===== config.mk =====
export PLATFORM = sky130hd
export DESIGN_NAME = vga_sync_ctrl
export DESIGN_NICKNAME = d
export VERILOG_FILES = /design/src/rtl/vga_sync_ctrl.sv
export SDC_FILE = /design/constraint.sdc
export NUM_CORES = 1
export LEC_CHECK = 0
export BUFFER_PORTS_ARGS = -buffer_cell sky130_fd_sc_hd__buf_4
export CAP_MARGIN = 20
export CORE_MARGIN = 1
export CORE_UTILIZATION = 40
export CTS_CLUSTER_DIAMETER = 80
export DETAILED_ROUTE_END_ITERATION = 12
export GPL_ROUTABILITY_DRIVEN = 0
export PLACE_DENSITY = 0.69
export SLEW_MARGIN = 10
export SYNTH_ARGS = -nofsm -noshare
export SYNTH_HDL_FRONTEND = slang
export SYNTH_SLANG_ARGS = --single-unit

===== constraint.sdc =====
create_clock -name clk -period 2.45 [get_ports clk]
set_clock_uncertainty 0.2 [all_clocks]
set_input_delay 0.245 -clock clk [delete_from_list [all_inputs] [get_ports clk]]
set_output_delay 0.245 -clock clk [all_outputs]
set_load 0.01 [all_outputs]

===== src/rtl/vga_sync_ctrl.sv =====
// VGA timing master: scan counters, sync/blank decode, and a delay line that
// lines sync and blank up with the drawer pixel arriving PIXEL_LATENCY enables later.
module vga_sync_ctrl #(
  parameter int H_ACTIVE      = 640,
  parameter int H_FP          = 16,
  parameter int H_SYNC        = 96,
  parameter int H_BP          = 48,
  parameter int V_ACTIVE      = 480,
  parameter int V_FP          = 10,
  parameter int V_SYNC        = 2,
  parameter int V_BP          = 33,
  parameter int PIXEL_LATENCY = 1
) (
  input  logic        clk,
  input  logic        reset,
  input  logic        pixelEn,
  input  logic [7:0]  RGB_in,
  output logic [10:0] pixelX,
  output logic [10:0] pixelY,
  output logic        startOfFrame,
  output logic        VGA_HS,
  output logic        VGA_VS,
  output logic        VGA_BLANK_N,
  output logic [7:0]  VGA_R,
  output logic [7:0]  VGA_G,
  output logic [7:0]  VGA_B
);

  localparam logic [10:0] H_LAST   = 11'(H_ACTIVE + H_FP + H_SYNC + H_BP - 1);
  localparam logic [10:0] V_LAST   = 11'(V_ACTIVE + V_FP + V_SYNC + V_BP - 1);
  localparam logic [10:0] H_ACT    = 11'(H_ACTIVE);
  localparam logic [10:0] V_ACT    = 11'(V_ACTIVE);
  localparam logic [10:0] HS_START = 11'(H_ACTIVE + H_FP);
  localparam logic [10:0] HS_END   = 11'(H_ACTIVE + H_FP + H_SYNC);
  localparam logic [10:0] VS_START = 11'(V_ACTIVE + V_FP);
  localparam logic [10:0] VS_END   = 11'(V_ACTIVE + V_FP + V_SYNC);

  logic [10:0] hcount, vcount;
  logic [PIXEL_LATENCY-1:0] act_d, hs_d, vs_d;
  logic act, hs_n, vs_n;
  logic [2:0] r_in, g_in;
  logic [1:0] b_in;

  assign pixelX = hcount;
  assign pixelY = vcount;

  assign act  = (hcount < H_ACT) && (vcount < V_ACT);
  assign hs_n = !((hcount >= HS_START) && (hcount < HS_END));
  assign vs_n = !((vcount >= VS_START) && (vcount < VS_END));

  assign r_in = RGB_in[7:5];
  assign g_in = RGB_in[4:2];
  assign b_in = RGB_in[1:0];

  always_ff @(posedge clk or posedge reset) begin
    if (reset) begin
      hcount       <= '0;
      vcount       <= '0;
      act_d        <= '0;
      hs_d         <= '1;
      vs_d         <= '1;
      startOfFrame <= 1'b0;
      VGA_HS       <= 1'b1;
      VGA_VS       <= 1'b1;
      VGA_BLANK_N  <= 1'b0;
      VGA_R        <= '0;
      VGA_G        <= '0;
      VGA_B        <= '0;
    end else if (pixelEn) begin
      if (hcount == H_LAST) begin
        hcount <= '0;
        vcount <= (vcount == V_LAST) ? 11'd0 : vcount + 11'd1;
      end else begin
        hcount <= hcount + 11'd1;
      end
      startOfFrame <= (hcount == H_LAST) && (vcount == V_LAST);

      act_d[0] <= act;
      hs_d[0]  <= hs_n;
      vs_d[0]  <= vs_n;
      for (int i = 1; i < PIXEL_LATENCY; i++) begin
        act_d[i] <= act_d[i-1];
        hs_d[i]  <= hs_d[i-1];
        vs_d[i]  <= vs_d[i-1];
      end

      // Last delay stage now matches the pixel the drawer is presenting.
      VGA_HS      <= hs_d[PIXEL_LATENCY-1];
      VGA_VS      <= vs_d[PIXEL_LATENCY-1];
      VGA_BLANK_N <= act_d[PIXEL_LATENCY-1];
      if (act_d[PIXEL_LATENCY-1]) begin
        VGA_R <= {r_in, r_in, r_in[2:1]};
        VGA_G <= {g_in, g_in, g_in[2:1]};
        VGA_B <= {b_in, b_in, b_in, b_in};
      end else begin
        VGA_R <= '0;
        VGA_G <= '0;
        VGA_B <= '0;
      end
    end
  end

endmodule

==> results by group, run 1 <==
Synthesis
  • Primary FF master, synth: dfrtp_1
  • Top-area cell type share of the netlist area: 0.426
  • Post-synth cell types: 35
  • Most frequent cell after synthesis: dfrtp_1
  • Sequential fraction of the synthesis area: 0.480
  • Synth Cell Area: 1940 um^2
  • Area leader, netlist: dfrtp_1
  • Syn avg cell area: 9.56 um^2
  • Post-synth top cells: 33 x dfrtp_1, 19 x buf_4, 18 x inv_1, 18 x o21ai_0, 16 x nand2_1
  • Syn Inst Count: between 200 and 250
  • #FFs+latches synth: 37
  • Synth warnings: 0
  • Syn Nets: 217
  • Largest cells by area after synthesis: dfrtp_1 43%, buf_4 7.4%, dfstp_2 5.4%, o21ai_0 4.6%, nand4_1 3.5%
  • Asr flop ratio synth: 1.00
  • Number of synthesized flops with an enable pin: 0

Flow run
  • Maxcap violations: 0

Outcome
  • Status: finished clean

STA
  • Worst-margin pin slew: 466 ps
  • Final setup vio count: 0
  • Final-report max-slew violation count: 0
  • Hold Vio Cnt, Final: 0
  • Period utilization: 0.849
  • RSZ-0062 raised after global routing: false
  • Worst Setup Slack, final: 371 ps
  • Minimum clock period: 2080 ps
  • Worst relative slew slack: 0.689
  • Fin Setup TNS: 0 ps
  • Fmax: approximately 480 MHz

Worst setup path
  • Req. time, crit path: 2460 ps
  • Most used cell along the critical path: and4_1
  • Critical Path Source: pixelX[1]
  • Critical-path cell list: ha_1 -> and4_1 -> and4_1 -> buf_4 -> nand4_1 -> mux2i_1
  • Crit end category: flip-flop
  • WP data arrival: 2090 ps
  • Reg2Reg Depth: 6
  • Crit Path Max Fanout: 9
  • Max stage delay on crit path: 430 ps
  • Worst R2R Start: pixelX[1]
  • Type of origin of the critical path: flip-flop
  • Slowest CP cell: dfrtp_1
  • Critical path class: flip-flop to flip-flop
  • R2R Setup Slk: approximately 370 ps

Layout
  • Layout cell share with drive strength beyond 1: 0.323
  • Area growth from synthesis to layout: 28.1%
  • NumNets Final: between 200 and 300
  • Final instance area: 2490 um^2
  • N_diodes: 0
  • Fill cell count: 413
  • Fin cells: 309

Power
  • PD cells: 590 nW/um^2
  • Maximum vdd drop: 0.318 mV
  • Leak pwr: 1.17 nW

Die
  • Die height: 71.7 um
  • # IOs: 61
  • Initial core utilization: 0.431
  • Die W: 71.7 um
  • Die area: 5130 um^2
  • Row cnt: 24
  • Core area: 4500 um^2

Route
  • Vias/cell: 5.11
  • Number of routed nets with antenna violations: 0
  • DR iter-0 viols: 85
  • M1 wire length: 2.04 mm
  • Uppermost layer routed: met4
  • Post-Route WL: approximately 4.2 mm
  • DRT Pass-1 Iters: 4
  • Residual DRC: 0
  • Drt wl/cell: around 14 um
  • WL met3: around 270 um
  • DR WL met2: 1.87 mm
  • Via count: approximately 1600

Placement
  • Post-DP HPWL: 2.89 mm
  • I/O Buffers: 60
  • Pre-CTS setup slack: 392 ps
  • Placed insts: 292
  • Placement Cell Area: ~2300 um^2

Clock tree
  • Clk Latency, worst-skew pair: 290 ps
  • Worst-path clk slew: 70 ps
  • Htree depth: 2
  • Clock sink total: 37
  • CTS Buf Count: 5
  • Clock Tree Buf Depth: 2
  • CTS root buf: clkbuf_8
  • TritonCTS clock tree: built
  • Post-CTS resize count: 0

Hold path
  • Hold Path Origin: pixelEn
  • Hold Path Depth: 3
  • Hold WC Path Type: input pin to flip-flop

GRT
  • Vias in the first global route: 1473
  • First-pass GRT wire length: 6.95 mm
  • Grt total ovfl: 0
  • Initial antenna violation count: 0
  • Largest net degree at the start of global routing: 38
  • GRT Util Overall: 0.176
-- through the flow --
stage / hold WS (ps) / total power [W] / util
after CTS: 48.5 / 0.00149 / 0.552
after floorplan: 162 / 0.000924 / -
final: 59.5 / 0.00147 / 0.552
after detailed placement: 193 / 0.00105 / 0.514
after global routing: 84.1 / 0.00156 / 0.552
after global placement: 192 / 0.00105 / 0.514
-- layer usage --
layer	GRT usage	vias up
met4	0.0719	0
met1	0.230	738
met2	0.270	56
met3	0.0577	6
met5	0	-
li1	-	780
-- cell type report --
cell class | instances | area (um^2) | share of cell area
Sequential cell | 37 | 931 | 0.374
Multi-Input combinational cell | 120 | 762 | 0.306
Timing Repair Buffer | 74 | 578 | 0.233
Clock buffer | 6 | 72.6 | 0.0292
Inverter | 18 | 67.6 | 0.0272
Tap cell | 52 | 65.1 | 0.0262
Clock inverter | 2 | 10.0 | 0.00403
-- worst max-delay path: cells and delay by family (launching register included) --
| kind | cells | cell delay (ps) |
|---|---|---|
| buffers and inverters | 1 | 200 |
| multiplexers | 1 | 150 |
| flip-flops | 1 | 430 |
| AND/OR/NAND/NOR | 3 | 810 |
| adder cells (fa/ha/maj) | 1 | 220 |
-- power breakdown --
part | leakage [nW] | internal, W | switching, W
registers | 0.465 | 0.000667 | 0.000102
clock network | 0.0450 | 0.000197 | 0.000216
logic | 0.657 | 0.000154 | 0.000129
total | 1.17 | 0.00102 | 0.000448
-- path summary, 6_finish.rpt --
path,to
worst max-delay path,pixelY[7]
worst min-delay path,pixelX[2]
max in group asynchronous,hs_d
min in group asynchronous,pixelY[6]
worst min register to register,vs_d
worst max register to register,pixelY[7]
-- placed cells by master, fill, tap and decap left out, types with 2 or more instances in the layout --
cell | synthesis | layout
and4_1 | 2 | 2
dfstp_2 | 4 | 4
xor2_1 | 6 | 6
nor3_1 | 3 | 3
nor2_1 | 9 | 9
nor4_1 | 5 | 5
and2_1 | 3 | 3
nand3_1 | 8 | 8
ha_1 | 3 | 3
dfrtp_1 | 33 | 33
mux2i_1 | 3 | 3
mux2_2 | 3 | 3
nand4_1 | 11 | 11
o21ai_0 | 18 | 18
nor3_2 | 2 | 2
clkbuf_8 | 0 | 5
dlygate4sd3_1 | 0 | 9
and3_1 | 3 | 3
xnor2_1 | 5 | 5
nor2b_1 | 2 | 2
nand2_1 | 16 | 16
a21oi_1 | 7 | 7
clkinv_2 | 0 | 2
buf_4 | 19 | 65
inv_1 | 18 | 18
-- repair_timing --
action                    in CTS  in global routing
setup buffers                  0                  0
hold endpoints to repair      41                  0
hold buffers                   9                  0
-- kinds of logic after synthesis --
logic type               Yosys count  share of synthesized area
adder cells (fa/ha/maj)            3                     0.0193
AO/OA/AOI/OAI                     30                     0.0819
XOR/XNOR                          11                     0.0496
buffers and inverters             46                      0.128
flip-flops                        37                      0.480
multiplexers                       6                     0.0329
AND/OR/NAND/NOR                   70                      0.209
-- registers in the layout, indices dropped and copies added (netlist names), 2 cells and up --
| name | flops |
|---|---|
| VGA_G | 3 |
| VGA_R | 3 |
| VGA_B | 2 |
| pixelY | 11 |
| pixelX | 11 |
Power figures use the tool's default switching activity.
==> run 2: changes to the inputs <==
--- a/config.mk
+++ b/config.mk
@@ -12,7 +12,7 @@
 export CTS_CLUSTER_DIAMETER = 80
 export DETAILED_ROUTE_END_ITERATION = 12
 export GPL_ROUTABILITY_DRIVEN = 0
-export PLACE_DENSITY = 0.69
+export PLACE_DENSITY = 0.72
 export SLEW_MARGIN = 10
 export SYNTH_ARGS = -nofsm -noshare
 export SYNTH_HDL_FRONTEND = slang
==> constraint.sdc (replaced) <==
create_clock -name clk -period 1.9 [get_ports clk]
set_clock_uncertainty 0.2 [all_clocks]
set_input_delay 0.19 -clock clk [delete_from_list [all_inputs] [get_ports clk]]
set_output_delay 0.19 -clock clk [all_outputs]
set_load 0.01 [all_outputs]
==> run 2 against run 1 <==
  * Register-to-register slack lost 230 ps
  * Die area did not move
  * Clock power rose by 74%
  * Global-route usage rose by 1.3 points
  * Critical path depth up 1
  * Via count increased by 3.7%
  * Cell area grew 9.1%
  * Combinational power grew 92%
  * Setup slack worse by 240 ps
  * Wire length grew 6.7%
  * Cell count is 7.1% higher
  * Critical path type is now input pin to flip-flop
  * Critical endpoint is now pixelY[10]
  * Highest routed layer unchanged
==> results by group, run 2 (same netlist as run 1, synthesis figures left out) <==
Layout
  • Most common cell after layout, fill and taps aside: buf_4
  • Multi-input logic area: approximately 780 um^2
  • Fill cell count: approximately 410
  • N_diodes: 0
  • Area growth from synthesis to layout: 39.8%
  • NumNets Final: 292
  • Layout cell share with drive strength beyond 1: 0.398
  • Final instance area: 2710 um^2
  • Sequential Area: approximately 930 um^2
  • Most frequent cells in the layout: 86 x buf_4, 32 x dfrtp_1, 18 x inv_1, 18 x o21ai_0, 16 x nand2_1

STA
  • Final hold slack: 295 ps
  • RSZ-0062 raised after global routing: false
  • Period utilization: 0.932
  • Fmax: 565 MHz
  • Worst-margin pin slew: 477 ps
  • Minimum clock period: 1770 ps
  • Fin Setup TNS: 0 ps
  • Final-report max-slew violation count: 0
  • Hold Vio Cnt, Final: 0
  • Worst relative slew slack: 0.682
  • Final setup vio count: 0

Die
  • Die height: 71.7 um
  • Row cnt: 24
  • Core area: 4500 um^2
  • Die area: 5130 um^2
  • Initial core utilization: 0.431
  • # IOs: 61
  • Die W: ~70 um

Flow run
  • Maxcap violations: 0

Worst setup path
  • Crit end category: flip-flop
  • Req. time, crit path: 1920 ps
  • Crit Path Max Fanout: 8
  • Critical path class: input pin to flip-flop
  • Max stage delay on crit path: between 500 and 600 ps
  • Critical-path cell list: dlygate4sd3_1 -> buf_4 -> and4_4 -> nand4_1 -> buf_4 -> nor3_2 -> xor2_1
  • Type of origin of the critical path: input pin
  • Most used cell along the critical path: buf_4
  • WP data arrival: approximately 1800 ps
  • Slowest CP cell: dlygate4sd3_1

Outcome
  • Status: finished clean

GRT
  • Largest net degree at the start of global routing: 38
  • Grt total ovfl: 0
  • Initial antenna violation count: 0
  • GRT Util Overall: 0.189
  • First-pass GRT wire length: 7.51 mm
  • Vias in the first global route: 1597

Power
  • Pint: 0.00156 W
  • Sw Ratio: 0.285
  • Power consumption: 0.00218 W
  • Clk network pwr share: 0.329
  • Leak pwr: 1.29 nW
  • Combinational share of power: 0.249
  • Maximum vdd drop: 0.378 mV
  • Reg power frac: 0.423
  • Psw: 0.000622 W
  • PD cells: 805 nW/um^2

Clock tree
  • CTS root buf: clkbuf_8
  • Clk Latency, worst-skew pair: roughly 300 ps
  • Clock Tree Buf Depth: 2
  • Worst-path clk slew: 80 ps
  • Clock sink total: 37
  • Htree depth: 2
  • TritonCTS clock tree: built
  • CTS Buf Count: 5

Route
  • Drt wl/cell: approximately 14 um
  • Uppermost layer routed: met4
  • DR iter-0 viols: 100
  • DRT Pass-1 Iters: 6
  • DR WL met2: between 2 and 2.5 mm
  • WL met3: 239 um
  • Via count: 1639
  • Number of routed nets with antenna violations: 0
  • M1 wire length: 2.12 mm
  • Residual DRC: 0
  • Post-Route WL: between 4 and 5 mm
  • Vias/cell: between 4 and 5

Hold path
  • Hold WC Path Type: flip-flop to flip-flop

Placement
  • Post-DP HPWL: 3.16 mm
  • I/O Buffers: 60
  • Placement Cell Area: 2470 um^2
-- run 2: path summary, 6_finish.rpt --
path	slack (ps)	from	cells past startpoint	end
hold / removal	300	hs_d	2	hs_d
setup reg to reg	140	pixelX[0]	6	pixelY[10]
min in group asynchronous	370	reset	4	VGA_G[6]
setup / recovery	130	pixelEn	7	pixelY[10]
max in group asynchronous	770	reset	4	pixelX[0]
hold reg to reg	300	hs_d	2	hs_d
-- run 2: layer usage --
metal | GRT usage | vias to the layer above
met1 | 0.246 | 758
met2 | 0.301 | 52
met3 | 0.0520 | 8
met4 | 0.0741 | 0
met5 | 0 | -
li1 | - | 821
-- run 2: critical path, delay by kind of cell --
kind	cells	cell delay, ps
buffers and inverters	3	880
AND/OR/NAND/NOR	3	550
XOR/XNOR	1	160
-- run 2: final cells by class --
class | instances | area share
clock inverter | 2 | 0.0138
clock buffer | 6 | 0.0304
multi-input combinational | 120 | 0.288
inverter | 18 | 0.0249
tap | 52 | 0.0240
timing repair buffer | 96 | 0.275
sequential | 37 | 0.344
-- run 2: power by group through the flow --
| stage | clock (W) | sequential (W) | combinational [W] |
|---|---|---|---|
| after CTS | 0.000738 | 0.000921 | 0.000535 |
| after global routing | 0.000773 | 0.000930 | 0.000589 |
| after floorplan | 0 | 0.000983 | 0.000210 |
| after global placement | 0 | 0.000933 | 0.000503 |
| final | 0.000718 | 0.000923 | 0.000543 |
| after detailed placement | 0 | 0.000935 | 0.000517 |
-- run 2: what timing repair did --
action | in CTS | in global routing
resized for setup | 0 | 7
endpoints found under the setup margin | 0 | 12
hold buffers | 10 | 0
endpoints found under the hold margin | 43 | 0
buffers inserted | 0 | 0
-- run 2: through the flow --
step | instances | util | worst slack [ps]
final | 331 | 0.602 | 130
after global routing | 331 | 0.602 | 4.82
after CTS | 331 | 0.598 | 47.8
after detailed placement | 313 | 0.549 | 80.8
after global placement | 313 | 0.549 | 141
after floorplan | 203 | - | 13.1
